==> src/rtl/memory_access.sv <==
// Memory stage: one req/ack data access per load/store, MEM/WB register.
// Optional: define MEM_ALIGN_CHECK_EN to fault misaligned accesses.
module memory_access #(
  parameter int unsigned TIMEOUT_CYCLES = 255
) (
  input  logic        clk,
  input  logic        rst_n,
  input  logic        ExMe_out_valid,
  input  logic        ExMe_out_mem_en,
  input  logic        ExMe_out_mem_wrt,
  input  logic        ExMe_out_reg_wrt_en,
  input  logic [1:0]  ExMe_out_result_sel,
  input  logic [31:0] ExMe_out_alu_out,
  input  logic [31:0] ExMe_out_reg_2,
  input  logic [31:0] ExMe_out_LR,
  input  logic [1:0]  ExMe_out_FL,
  input  logic        flush,
  output logic        mem_req,
  output logic        mem_we,
  output logic [31:0] mem_addr,
  output logic [31:0] mem_wdata,
  input  logic        mem_ack,
  input  logic [31:0] mem_rdata,
  output logic        stall_mem,
  output logic        mem_fault,
  output logic        MeWb_out_valid,
  output logic        MeWb_out_reg_wrt_en,
  output logic [1:0]  MeWb_out_result_sel,
  output logic [31:0] MeWb_out_mem_data,
  output logic [31:0] MeWb_out_alu_out,
  output logic [31:0] MeWb_out_LR,
  output logic [1:0]  MeWb_out_FL
);

  typedef enum logic [1:0] {
    IDLE = 2'd0,
    REQ  = 2'd1,
    DONE = 2'd2
  } state_t;

  localparam logic [15:0] TMO_LAST = 16'(TIMEOUT_CYCLES - 1);

  state_t      state;
  state_t      state_nx;
  logic [15:0] cnt;
  logic        kill;
  logic [31:0] rdata_q;
  logic        op;
  logic        misal;
  logic        tmo;
  logic        is_load;

  // Decode the live request and pick the next state and stall.
  always_comb begin
    op       = ExMe_out_valid & ExMe_out_mem_en & ~flush;
    is_load  = ExMe_out_mem_en & ~ExMe_out_mem_wrt;
`ifdef MEM_ALIGN_CHECK_EN
    misal    = (ExMe_out_alu_out[1:0] != 2'b00);
`else
    misal    = 1'b0;
`endif
    tmo      = (cnt == TMO_LAST);
    state_nx = state;
    stall_mem = 1'b0;
    unique case (state)
      IDLE: begin
        if (op) begin
          stall_mem = 1'b1;
          state_nx  = misal ? DONE : REQ;
        end
      end
      REQ: begin
        stall_mem = 1'b1;
        if (mem_ack || tmo) state_nx = DONE;
      end
      DONE: state_nx = IDLE;
      default: state_nx = IDLE;
    endcase
  end

  // State register.
  always_ff @(posedge clk or negedge rst_n) begin
    if (!rst_n) state <= IDLE;
    else        state <= state_nx;
  end

  // Bus request, timeout, kill tracking and the MEM/WB register.
  always_ff @(posedge clk or negedge rst_n) begin
    if (!rst_n) begin
      mem_req             <= 1'b0;
      mem_we              <= 1'b0;
      mem_addr            <= '0;
      mem_wdata           <= '0;
      mem_fault           <= 1'b0;
      cnt                 <= '0;
      kill                <= 1'b0;
      rdata_q             <= '0;
      MeWb_out_valid      <= 1'b0;
      MeWb_out_reg_wrt_en <= 1'b0;
      MeWb_out_result_sel <= '0;
      MeWb_out_mem_data   <= '0;
      MeWb_out_alu_out    <= '0;
      MeWb_out_LR         <= '0;
      MeWb_out_FL         <= '0;
    end else begin
      unique case (state)
        IDLE: begin
          if (op) begin
            cnt       <= '0;
            kill      <= misal;
            mem_fault <= mem_fault | misal;
            if (!misal) begin
              mem_req   <= 1'b1;
              mem_we    <= ExMe_out_mem_wrt;
              mem_addr  <= {ExMe_out_alu_out[31:2], 2'b00};
              mem_wdata <= ExMe_out_reg_2;
            end
          end else begin
            MeWb_out_valid      <= ExMe_out_valid & ~flush;
            MeWb_out_reg_wrt_en <= ExMe_out_reg_wrt_en;
            MeWb_out_result_sel <= ExMe_out_result_sel;
            MeWb_out_alu_out    <= ExMe_out_alu_out;
            MeWb_out_LR         <= ExMe_out_LR;
            MeWb_out_FL         <= ExMe_out_FL;
          end
        end
        REQ: begin
          if (flush) kill <= 1'b1;
          if (mem_ack) begin
            mem_req <= 1'b0;
            if (!mem_we) rdata_q <= mem_rdata;
          end else if (tmo) begin
            mem_req   <= 1'b0;
            mem_fault <= 1'b1;
            kill      <= 1'b1;
          end else begin
            cnt <= cnt + 16'd1;
          end
        end
        DONE: begin
          MeWb_out_valid      <= ~kill & ~flush;
          MeWb_out_reg_wrt_en <= ExMe_out_reg_wrt_en & ~kill & ~flush;
          MeWb_out_result_sel <= ExMe_out_result_sel;
          MeWb_out_alu_out    <= ExMe_out_alu_out;
          MeWb_out_LR         <= ExMe_out_LR;
          MeWb_out_FL         <= ExMe_out_FL;
          if (is_load) MeWb_out_mem_data <= rdata_q;
        end
        default: ;
      endcase
    end
  end

endmodule

==> config.mk <==
export PLATFORM = sky130hd
export DESIGN_NAME = memory_access
export DESIGN_NICKNAME = d
export VERILOG_FILES = /design/src/rtl/memory_access.sv
export SDC_FILE = /design/constraint.sdc
export NUM_CORES = 1
export LEC_CHECK = 0
export BUFFER_PORTS_ARGS = -buffer_cell sky130_fd_sc_hd__buf_2
export CELL_PAD_IN_SITES_DETAIL_PLACEMENT = 0
export CELL_PAD_IN_SITES_GLOBAL_PLACEMENT = 2
export CORE_ASPECT_RATIO = 0.9
export CORE_MARGIN = 2
export CORE_UTILIZATION = 33
export DETAILED_ROUTE_END_ITERATION = 10
export PLACE_DENSITY = 0.83
export SETUP_SLACK_MARGIN = 0.02
export SYNTH_ARGS = -nofsm -noshare
export SYNTH_HDL_FRONTEND = slang
export SYNTH_SLANG_ARGS = --single-unit
==> constraint.sdc <==
create_clock -name clk -period 3.6 [get_ports clk]
set_clock_uncertainty 0.2 [all_clocks]
set_input_delay 0.9 -clock clk [delete_from_list [all_inputs] [get_ports clk]]
set_output_delay 0.9 -clock clk [all_outputs]
set_load 0.01 [all_outputs]
* Word-level counts from Yosys, hierarchy flattened
Cells that the tools add are included.
** Storage, ports and cells
- Output and inout bits :: 170
- Bits of input ports :: 140
- Register bits after elaboration :: 218
** Cells by class
- Bitwise logic cells :: 12
- Mux-type cells :: 30
- Equal/unequal tests :: 9
- Reductions and logical operators :: 13
- Add/sub/neg operators :: 1
** Operator list (count)
- 32-bit case mux with 2 select lines :: 2
- 32-bit 2-to-1 mux :: 2
- 16-bit 2-to-1 mux :: 3
- 16-bit case mux with 2 select lines :: 1
- 16-bit by 1-bit adder with 16-bit output (second input constant) :: 1
- 16-bit by 8-bit == test with 1-bit output (second input constant) :: 1
- 2-bit case mux with 2 select lines :: 3
- 1-bit 2-to-1 mux :: 10
- 2-bit != test (second input constant) :: 5
- 1-bit case mux with 2 select lines :: 5
- 2-bit AND reduction :: 5
- 3-bit AND reduction :: 3
- 2-bit 2-to-1 mux :: 4
- 1-bit AND :: 7
- 1-bit NOT :: 5
- 4-bit AND reduction :: 1
- 2-bit nonzero test :: 2
- 3-bit != test (second input constant) :: 1
- 2-bit by 1-bit == test with 1-bit output (second input constant) :: 1
- 2-bit == test (second input constant) :: 1
- 2-bit zero test :: 1
- 1-bit logical OR :: 1

* Logic depth before layout (Yosys ltp)
Gate-level depths: netlist of the first run.
- Depth after elaboration :: 4
- Mapped depth :: 8

* Least setup slack after synthesis of the first run
OpenSTA, ideal clock, no wires.
- Path type :: in2out
- Start :: input ExMe_out_mem_en
- End :: output stall_mem
- Stages on the path :: 6
- Path slack :: 553 ps
- Arrival :: 1947 ps
- Data required time :: 2500 ps
- Cells stage by stage :: nand2_1 -> or4_1 -> clkbuf_1 -> clkbuf_1 -> buf_2 -> nand2_1
** Between the ends
- Longest elaborated chain between the ends :: 4
** RTL lines
- from (decl) :: line 9 : input logic ExMe_out_mem_en,
- 1-bit AND (2 in series) :: line 55 : op = ExMe_out_valid & ExMe_out_mem_en & ~flush;
- 1-bit 2-to-1 mux :: line 67 : if (op) begin
- 1-bit case mux with 2 select lines :: line 65 : unique case (state)
- to (decl) :: line 24 : output logic stall_mem,
Every way passes these cells.

* Worst setup path in the final report of the first run
- Start :: register state[0]
- End :: output stall_mem
** Between the ends
- Longest elaborated chain between the ends :: 2
- Elaborated cells on any way between the ends :: 3
** RTL lines
- from (decl) :: line 43 : state_t state;
- from (signal assigned) :: line 84 : else state <= state_nx;
- 2-bit by 1-bit == test with 1-bit output or 2-bit zero test (tied branches) :: line 65
- 1-bit case mux with 2 select lines * :: line 65
Every way passes the cells marked *; elsewhere a longest branch is shown, timed or not.

==> out/results.tsv, run 1 <==
stage	metric	value	unit
outcome	outcome	completed	
worst_setup_path	WS Path Type	reg -> out	
routing	via count	6216	
clock_network	Worst-Skew Late Latency	0.53	ns
routing	top routing layer used	met5	
global_route	GR Overflow Total	0	
place	Post-Place Setup Slack	0.6455	ns
worst_setup_path	CP Launch Type	register	
synth	main combinational cell family by area after synthesis	multiplexers	
floorplanning	row count	55	
finish	nets	1141	
routing	DRT met1 WL	9520	microns
place	GPL Wtd Cong	0.7604	
synth	Synth Area in XOR/XNOR	0	%
power	VDD IR-drop max	447.7	uV
synth	post-synthesis mux area share	17.65	%
clock_network	clk buf depth	3	
worst_setup_path	FF-to-FF Start	cnt[10]$_DFFE_PN0P_	
synth	sequential fraction of the synthesis area	64.34	%
global_route	global-route wire length before repair	35830	microns
clock_network	H-tree depth	1	
routing	drt pass-1 iters	4	
worst_setup_path	CP required	2.50	ns
timing	Tcrit/Tclk final	84.51	%
timing	Slew HR	21.50	%
synth	Seq cells post-synth	218	
place	Detailed Place HPWL	15120	microns
global_route	largest net degree at the start of global routing	79	
clock_network	CTS tree	done	
finish	most frequent cells in the layout	buf_2, dfrtp_1, nand2_1, mux2_2, o21ai_0	
clock_network	Post-CTS Setup Inserts	0	
synth	Mapped Cells	689	
clock_network	Num CTS Buffers	25	
routing	# DRC	0	
worst_setup_path	crit path capture type	output port	
global_route	GRT Util Overall	16.35	%
worst_setup_path	Reg2Reg Depth	5	
clock_network	root buffer cell	clkbuf_16	
timing	setup violators final	0	
floorplanning	full die area	0.02699	sq mm
routing	routed len/inst	16.35	microns
routing	met2 WL	10100	microns
timing	Least-Margin Pin Slew	1.177	ns
synth	synth unique cells	36	
synth	Synth Area in Compound Gates	2.966	%
clock_network	cts repair resizes	0	
timing	fin. max-slew vios	0	
floorplanning	I/O Pins	310	
finish	commonest non-fill, non-tap cell in the layout	buf_2	
timing	Final Critical Period	3.042	ns
clock_network	hold buffers post-CTS	0	
synth	Synth Area in Simple Gates	12.37	%
synth	synthesized area	0.008478	sq mm
synth	Yosys warning total	0	
timing	final hold vios	0	
power	PD cells	664.2	mW/mm^2
routing	DR WL met3	1935	microns
worst_setup_path	reg-to-reg slack, setup	0.90	ns
min_path	HP Class	in -> async	
routing	DRT antenna net count	0	
timing	RSZ-0062 raised after global routing	false	
floorplanning	chip height	156.1	microns
finish	share of layout cells above drive strength 1	48.52	%
finish	Post-Route Utilization	44.70	%
finish	n_diodes	0	
place	port bufs	307	
floorplanning	Die Wd	173.0	microns
routing	number of vias per cell	4.584	
job	Max-Cap Viols	0	
floorplanning	Core ar.	0.02519	sq mm
global_route	initial antenna violation count	2	
finish	Syn-to-layout area delta	32.81	%
clock_network	Reg clk slew, reported paths	0.06	ns
worst_setup_path	critical path fanouts, max	8	
floorplanning	Starting Density	33.66	%
timing	worst setup margin	0.5577	ns
worst_setup_path	reg2reg end	cnt[6]$_DFFE_PN0P_	
synth	Synth Area in Adders	0.2952	%
synth	Mapped Avg Cell Area	12.30	sq um
worst_setup_path	WP data arrival	1.94	ns
routing	drt total wl	22170	microns
worst_setup_path	Critical path origin	state[0]$_DFFE_PN0P_	
timing	Setup TNS	0	ns
global_route	vias in the first global route	6432	
clock_network	CTS sink count	218	
timing	fmax	0.3287	GHz
routing	number of DRC markers in iteration 0	278	
power	Leak	5.754	nW
## per-stage QoR
step	cell area (sq um)	std cells	power, mW	hold slack [ns]
3_3_place_gp	10420	1314	4.907	0.2395
2_1_floorplan	8482	690	4.170	0.2522
6_report	11260	1356	7.478	0.1664
5_1_grt	11260	1356	7.910	0.2022
3_5_place_dp	10420	1314	4.947	0.2442
4_1_cts	11260	1356	7.603	0.1762
## critical path: stages (launching register included)
cell     delay [ns]
dfrtp_1        0.50
or4_2          0.72
nand2_1        0.08
buf_2          0.12
## sequential cells by signal, summed over array words and instances, names as in the netlist, 2 cells and up
name                 cells
MeWb_out_alu_out        32
mem_addr                30
cnt                     16
mem_wdata               32
MeWb_out_result_sel      2
MeWb_out_mem_data       32
MeWb_out_FL              2
state                    2
rdata_q                 32
MeWb_out_LR             32
## cell type report
type | count | area [sq um]
Clock buffer | 37 | 740.7
Clock inverter | 5 | 103.9
Fill cell | 2469 | 13930
Inverter | 6 | 22.52
Multi-Input combinational cell | 431 | 2850
Sequential cell | 218 | 5455
Tap cell | 342 | 427.9
Timing Repair Buffer | 317 | 1659
## routing by layer
layer / GRT usage [%] / vias up
met5: 0 / -
met4: 4.318 / 4
met3: 5.604 / 41
met2: 26.38 / 245
met1: 21.12 / 2994
li1: - / 2932
## worst max-delay path by stage
stage,depth (start not counted),slack [ns],endpoint
CTS,3,0.54,stall_mem
detailed placement,4,0.65,stall_mem
floorplan,6,0.55,stall_mem
finish,3,0.56,stall_mem
global placement,4,0.65,stall_mem
global route,3,0.50,stall_mem
## report_power, final
part / internal [mW] / switching (mW) / total (mW)
Sequential: 3.04 / 0.299 / 3.34
Combinational: 0.759 / 0.780 / 1.54
Clock: 1.62 / 0.977 / 2.60
Total: 5.42 / 2.06 / 7.48
## synthesized netlist by cell type
master	number	area [sq um]
and4_1	2	17.52
or4_1	1	7.510
nor3b_2	1	12.51
o41ai_1	1	8.760
buf_4	2	15.01
nand2_1	204	765.7
o31ai_1	2	15.01
nand4_1	7	43.79
dfrtp_1	218	5455
or3_1	2	12.51
nor3_1	1	5.000
a21boi_0	1	7.510
a31oi_1	4	25.02
a21oi_1	9	45.04
mux2_1	1	11.26
and4b_1	1	10.01
nor4_4	1	21.27
mux2i_1	1	10.01
nor2_1	11	41.29
buf_2	17	85.08
inv_1	6	22.52
nor4_1	1	6.260
and2_1	2	12.51
nor3_2	3	30.03
o21ai_0	27	135.1
conb_1	1	3.750
clkbuf_1	11	41.29
a21o_1	1	7.510
nand3_1	5	25.02
and3_1	4	25.02
buf_1	3	11.26
mux2_2	131	1475
buf_6	2	22.52
o211ai_1	1	7.510
ha_1	2	25.02
nand2b_1	2	12.51
## kinds of logic (layout without fill, tap and decap cells)
family / count (synthesis) / after routing
mux: 133 / 133
simple gates: 248 / 248
compound gates: 46 / 46
other cells: 1 / 2
buf+inv: 41 / 365
flops: 218 / 218
fa+ha+maj: 2 / 2
(Power assumes the default switching activity.)
==> run 2: changes to the inputs <==
--- a/config.mk
+++ b/config.mk
@@ -10,9 +10,9 @@
 export CELL_PAD_IN_SITES_GLOBAL_PLACEMENT = 2
 export CORE_ASPECT_RATIO = 0.9
 export CORE_MARGIN = 2
-export CORE_UTILIZATION = 33
+export CORE_UTILIZATION = 28
 export DETAILED_ROUTE_END_ITERATION = 10
-export PLACE_DENSITY = 0.83
+export PLACE_DENSITY = 0.75
 export SETUP_SLACK_MARGIN = 0.02
 export SYNTH_ARGS = -nofsm -noshare
 export SYNTH_HDL_FRONTEND = slang
==> constraint.sdc (replaced) <==
create_clock -name clk -period 2.62 [get_ports clk]
set_clock_uncertainty 0.2 [all_clocks]
set_input_delay 0.655 -clock clk [delete_from_list [all_inputs] [get_ports clk]]
set_output_delay 0.655 -clock clk [all_outputs]
set_load 0.01 [all_outputs]
==> out/results.tsv, run 2 (synthesized netlist as in run 1, its figures left out) <==
stage	metric	value	unit	change
worst_setup_path	Critical path origin	state[1]$_DFFE_PN0P_		
timing	Slew HR	46.02	%	+25 points
finish	commonest non-fill, non-tap cell in the layout	buf_2		
worst_setup_path	critical path's top delay family	simple AND/OR/NAND/NOR gates		
global_route	largest net degree at the start of global routing	70		-11%
place	placed standard-cell area	0.01060	sq mm	+1.7%
timing	Setup TNS	0	ns	unchanged
floorplanning	I/O Pins	310		unchanged
finish	Non-Filler Cell Area, Final	0.01148	sq mm	+2.0%
clock_network	Worst-Skew Late Latency	0.52	ns	about the same
clock_network	CTS sink count	218		unchanged
place	Detailed Place HPWL	15940	microns	+5.4%
global_route	global-route wire length before repair	35830	microns	unchanged
timing	final hold vios	0		unchanged
clock_network	root buffer cell	clkbuf_16		
global_route	GR Overflow Total	0		unchanged
worst_setup_path	Reg2Reg Depth	8		+3
clock_network	Reg clk slew, reported paths	0.06	ns	about the same
outcome	outcome	completed		
worst_setup_path	slowest stage cell on the critical path	or4_4		
power	Leak	5.819	nW	+1.1%
global_route	vias in the first global route	6327		-1.6%
worst_setup_path	crit path capture type	output port		
global_route	initial antenna violation count	1		-1
clock_network	Num CTS Buffers	25		unchanged
floorplanning	Starting Density	28.38	%	-5.3 points
finish	share of layout cells above drive strength 1	49.17	%	+0.65 points
worst_setup_path	CP required	1.76	ns	-0.74 ns
finish	Post-Route Utilization	38.42	%	-6.3 points
finish	Syn-to-layout area delta	35.40	%	
routing	drt total wl	22680	microns	+2.3%
power	Overall Power	10.30	mW	+38%
power	VDD IR-drop max	420.8	uV	-6.0%
floorplanning	Core ar.	0.02988	sq mm	+19%
worst_setup_path	CP endpoint	stall_mem		
worst_setup_path	WS Path Type	reg -> out		
worst_setup_path	CP bufs+invs	1		unchanged
timing	Tcrit/Tclk final	95.56	%	
routing	drt pass-1 iters	4		unchanged
worst_setup_path	worst path cell trace	or4_4, nand2_2, buf_6		
worst_setup_path	WP data arrival	1.65	ns	-0.29 ns
timing	Final Critical Period	2.504	ns	
clock_network	H-tree depth	1		unchanged
routing	DRT antenna net count	0		unchanged
power	PD cells	897.1	mW/mm^2	+35%
floorplanning	Die Wd	187.4	microns	+8.4%
routing	# DRC	0		unchanged
routing	number of DRC markers in iteration 0	273		-1.8%
global_route	GRT Util Overall	14.02	%	-2.3 points
floorplanning	row count	60		+9.1%
timing	setup violators final	0		unchanged
job	Max-Cap Viols	0		unchanged
timing	Least-Margin Pin Slew	0.8097	ns	-0.3678 ns
routing	routed len/inst	15.83	microns	-3.2%
floorplanning	full die area	0.03169	sq mm	+17%
finish	most frequent cells in the layout	buf_2, dfrtp_1, nand2_1, mux2_2, o21ai_0		
routing	via count	6199		-0.27%
routing	number of vias per cell	4.326		-5.6%
worst_setup_path	FF-to-FF Start	cnt[0]$_DFFE_PN0P_		
timing	fmax	0.3994	GHz	
floorplanning	chip height	169.1	microns	+8.3%
clock_network	CTS tree	done		
place	GPL Wtd Cong	0.7480		-1.6%
worst_setup_path	critical path fanouts, max	2		-6
finish	nets	1152		+0.96%
worst_setup_path	reg-to-reg slack, setup	0.46	ns	-0.44 ns
timing	RSZ-0062 raised after global routing	false		
worst_setup_path	reg2reg end	cnt[8]$_DFFE_PN0P_		
worst_setup_path	WP depth	3		unchanged
timing	worst setup margin	0.1163	ns	-0.4414 ns
min_path	HP Class	in -> reg		
timing	fin. max-slew vios	0		unchanged
place	port bufs	307		unchanged
worst_setup_path	CP Launch Type	register		
clock_network	clk buf depth	3		unchanged
worst_setup_path	slowest stage delay, CP	0.53	ns	-0.19 ns
place	Post-Place Setup Slack	0.09475	ns	-0.5507 ns
run 2: cell types whose count changed in the layout (fill, tap and decap cells not counted), sizes merged:
cell | previous run | this run
buf | 317 | 327
clkbuf | 37 | 39
clkinvlp | 0 | 2
bufinv | 3 | 2
clkinv | 1 | 2
diode | 0 | 1
dlygate4sd3 | 0 | 1
run 2: layer usage:
layer | wire length [microns] | GRT usage [%]
met4 | 672 | 4.382
met3 | 1442 | 3.628
met2 | 10520 | 22.87
met1 | 10040 | 18.37
met5 | 0 | 0
run 2: worst min-delay path, stage by stage:
cell and delay (ns):
buf_2 0.08, nand2_1 0.04, nand2_1 0.04
run 2: cell type report:
type,count,area (sq um)
Multi-Input combinational cell,431,2855
Inverter,6,22.52
Fill cell,3010,18400
Timing Repair Buffer,328,1788
Tap cell,403,504.2
Sequential cell,218,5455
Antenna cell,1,2.502
Clock inverter,7,93.84
Clock buffer,39,758.2
run 2: what timing repair did:
| item | in CTS | in global routing |
|---|---|---|
| buffers inserted | 1 | 0 |
| gates resized for setup | 4 | 0 |
| endpoints found under the setup margin | 1 | 0 |
| hold buffers | 1 | 0 |
| hold endpoints to repair | 44 | 0 |
run 2: how the worst min path moves through the flow:
| stage | start | end | slack (ns) | cells past startpoint |
|---|---|---|---|---|
| detailed placement | mem_wdata[13]$_DFFE_PN0P_ | mem_wdata[13]$_DFFE_PN0P_ | 0.26 | 2 |
| finish | ExMe_out_reg_2[15] | mem_wdata[15]$_DFFE_PN0P_ | 0.13 | 3 |
| floorplan | rst_n | MeWb_out_FL[0]$_DFFE_PN0P_ | 0.16 | 0 |
| CTS | ExMe_out_reg_2[7] | mem_wdata[7]$_DFFE_PN0P_ | 0.09 | 3 |
| global placement | mem_wdata[31]$_DFFE_PN0P_ | mem_wdata[31]$_DFFE_PN0P_ | 0.25 | 2 |
| global route | ExMe_out_reg_2[13] | mem_wdata[13]$_DFFE_PN0P_ | 0.12 | 3 |
run 2: report_power, final:
part | total (mW) | internal (mW) | switching [mW] | leakage [nW]
clock | 3.56 | 2.18 | 1.38 | 0.414
combinational | 2.16 | 1.06 | 1.10 | 2.72
sequential | 4.58 | 4.18 | 0.399 | 2.68
run 2: per-stage QoR:
| stage | hold WS, ns | instances |
|---|---|---|
| floorplan | 0.1594 | 690 |
| global placement | 0.2521 | 1384 |
| detailed placement | 0.2565 | 1384 |
| CTS | 0.09440 | 1432 |
| global route | 0.1161 | 1433 |
| finish | 0.1260 | 1433 |
==> run 3: changes to the inputs <==
==> constraint.sdc (replaced) <==
create_clock -name clk -period 2.1 [get_ports clk]
set_clock_uncertainty 0.2 [all_clocks]
set_input_delay 0.525 -clock clk [delete_from_list [all_inputs] [get_ports clk]]
set_output_delay 0.525 -clock clk [all_outputs]
set_load 0.01 [all_outputs]
==> out/results.tsv, run 3 (synthesized netlist as in run 1, its figures left out) <==
stage	metric	value	unit	change
outcome	outcome	finished, violations left		
outcome	failing checks	negative setup slack		
clock_network	root buffer cell	clkbuf_16		
worst_setup_path	slowest stage cell on the critical path	or4_4		
place	Detailed Place HPWL	16430	microns	+3.1%
job	Max-Cap Viols	0		unchanged
global_route	vias in the first global route	7072		+12%
power	Leak	6.391	nW	+9.8%
routing	drt pass-1 iters	4		unchanged
timing	worst setup margin	-0.2159	ns	-0.3322 ns
routing	number of vias per cell	4.297		-0.67%
finish	most frequent cells in the layout	buf_2, dfrtp_1, nand2_1, mux2_2, dlygate4sd3_1		
worst_setup_path	slowest stage delay, CP	0.54	ns	about the same
worst_setup_path	WS Path Type	reg -> out		
clock_network	Worst-Skew Late Latency	0.53	ns	about the same
global_route	GRT Util Overall	14.78	%	+0.76 points
clock_network	CTS sink count	218		unchanged
global_route	GR Overflow Total	0		unchanged
worst_setup_path	reg-to-reg slack, setup	0.07	ns	-0.39 ns
worst_setup_path	WP data arrival	1.59	ns	-0.06 ns
timing	setup violators final	1		+1
routing	DRT antenna net count	0		unchanged
global_route	global-route wire length before repair	37920	microns	+5.8%
finish	Layout Cells excl Fill	1553		+8.4%
min_path	Hold Path Stages	2		-1
finish	nets	1272		+10%
floorplanning	Core ar.	0.02988	sq mm	unchanged
routing	# DRC	0		unchanged
worst_setup_path	Critical path origin	state[1]$_DFFE_PN0P_		
floorplanning	I/O Pins	310		unchanged
clock_network	clk buf depth	3		unchanged
timing	Hold WS	0.02999	ns	-0.09601 ns
place	GPL Wtd Cong	0.7549		+0.92%
timing	Tcrit/Tclk final	110.3	%	
power	VDD IR-drop max	595.6	uV	+42%
worst_setup_path	reg2reg end	MeWb_out_mem_data[29]$_DFFE_PN0P_		
worst_setup_path	critical path's top delay family	simple AND/OR/NAND/NOR gates		
finish	commonest non-fill, non-tap cell in the layout	buf_2		
routing	routed len/inst	15.30	microns	-3.3%
place	port bufs	307		unchanged
floorplanning	full die area	0.03169	sq mm	unchanged
power	PD cells	1052	mW/mm^2	+17%
worst_setup_path	CP bufs+invs	1		unchanged
timing	fin. max-slew vios	0		unchanged
worst_setup_path	critical path fanouts, max	2		unchanged
worst_setup_path	crit path capture type	output port		
finish	share of layout cells above drive strength 1	46.52	%	-2.7 points
finish	n_diodes	0		-1
floorplanning	Die Wd	187.4	microns	unchanged
worst_setup_path	CP endpoint	stall_mem		
timing	fmax	0.4318	GHz	
worst_setup_path	WP depth	3		unchanged
worst_setup_path	Reg2Reg Depth	6		-2
floorplanning	row count	60		unchanged
routing	via count	6673		+7.6%
worst_setup_path	CP Launch Type	register		
clock_network	Reg clk slew, reported paths	0.06	ns	about the same
worst_setup_path	FF-to-FF Start	state[0]$_DFFE_PN0P_		
global_route	largest net degree at the start of global routing	50		-29%
routing	number of DRC markers in iteration 0	184		-33%
timing	Final Critical Period	2.316	ns	
clock_network	Num CTS Buffers	26		+4.0%
floorplanning	Starting Density	28.38	%	unchanged
floorplanning	chip height	169.1	microns	unchanged
place	# placed instances	1403		+1.4%
finish	Syn-to-layout area delta	50.99	%	
worst_setup_path	CP required	1.37	ns	-0.39 ns
worst_setup_path	worst path cell trace	or4_4, nand2_4, buf_6		
routing	drt total wl	23760	microns	+4.8%
clock_network	CTS tree	done		
timing	RSZ-0062 raised after global routing	true		
global_route	initial antenna violation count	2		+1
min_path	Hold Startpoint	mem_rdata[10]		
timing	final hold vios	0		unchanged
min_path	HP Class	in -> reg		
clock_network	H-tree depth	1		unchanged
[run 3: cell type report]
cell class | count | area, sq um
Clock inverter | 15 | 224.0
Sequential cell | 218 | 5455
Fill cell | 2943 | 17080
Tap cell | 403 | 504.2
Multi-Input combinational cell | 431 | 2872
Inverter | 6 | 22.52
Timing Repair Buffer | 447 | 3007
Clock buffer | 33 | 716.9
[run 3: through the flow]
stage	area, sq um	setup slack [ns]	TNS, ns	utilization [%]	total power [mW]
4_1_cts	12750	-0.2611	-0.2611	42.67	13.70
3_3_place_gp	10800	-0.1612	-4.229	36.14	8.519
3_5_place_dp	10800	-0.1549	-4.563	36.14	8.586
6_report	12800	-0.2159	-0.2159	42.84	13.46
5_1_grt	12800	-0.2819	-0.2863	42.84	14.25
2_1_floorplan	8509	-0.07116	-0.07116	-	7.154
[run 3: how the worst min path moves through the flow]
stage	end	slack, ns
2_1_floorplan	MeWb_out_FL[0]$_DFFE_PN0P_	0.03
3_3_place_gp	MeWb_out_reg_wrt_en$_DFFE_PN0P_	0.24
3_5_place_dp	MeWb_out_valid$_DFFE_PN0P_	0.24
4_1_cts	rdata_q[10]$_DFFE_PN0P_	0.0003
5_1_grt	rdata_q[19]$_DFFE_PN0P_	0.004
6_report	rdata_q[10]$_DFFE_PN0P_	0.03
[run 3: what timing repair did]
item                                    in CTS  in global routing
gates cloned                                 0                  1
resized for setup                            3                  1
endpoints found under the setup margin       1                 42
hold buffers                                99                  0
pin swaps                                    1                  1
buffers inserted                             1                  1
endpoints found under the hold margin      127                  0
[run 3: power by group]
part / leakage [nW] / switching [mW] / total [mW] / internal [mW]
Sequential: 2.68 / 0.491 / 5.70 / 5.21
Combinational: 3.26 / 1.42 / 2.92 / 1.50
Clock: 0.447 / 1.80 / 4.84 / 3.03
[run 3: routing by layer]
| metal | share of wire, % | track usage [%] |
|---|---|---|
| met1 | 44 | 19.08 |
| met2 | 44 | 23.50 |
| met3 | 8.9 | 5.495 |
| met4 | 2.4 | 3.869 |
| met5 | 0.14 | 0 |
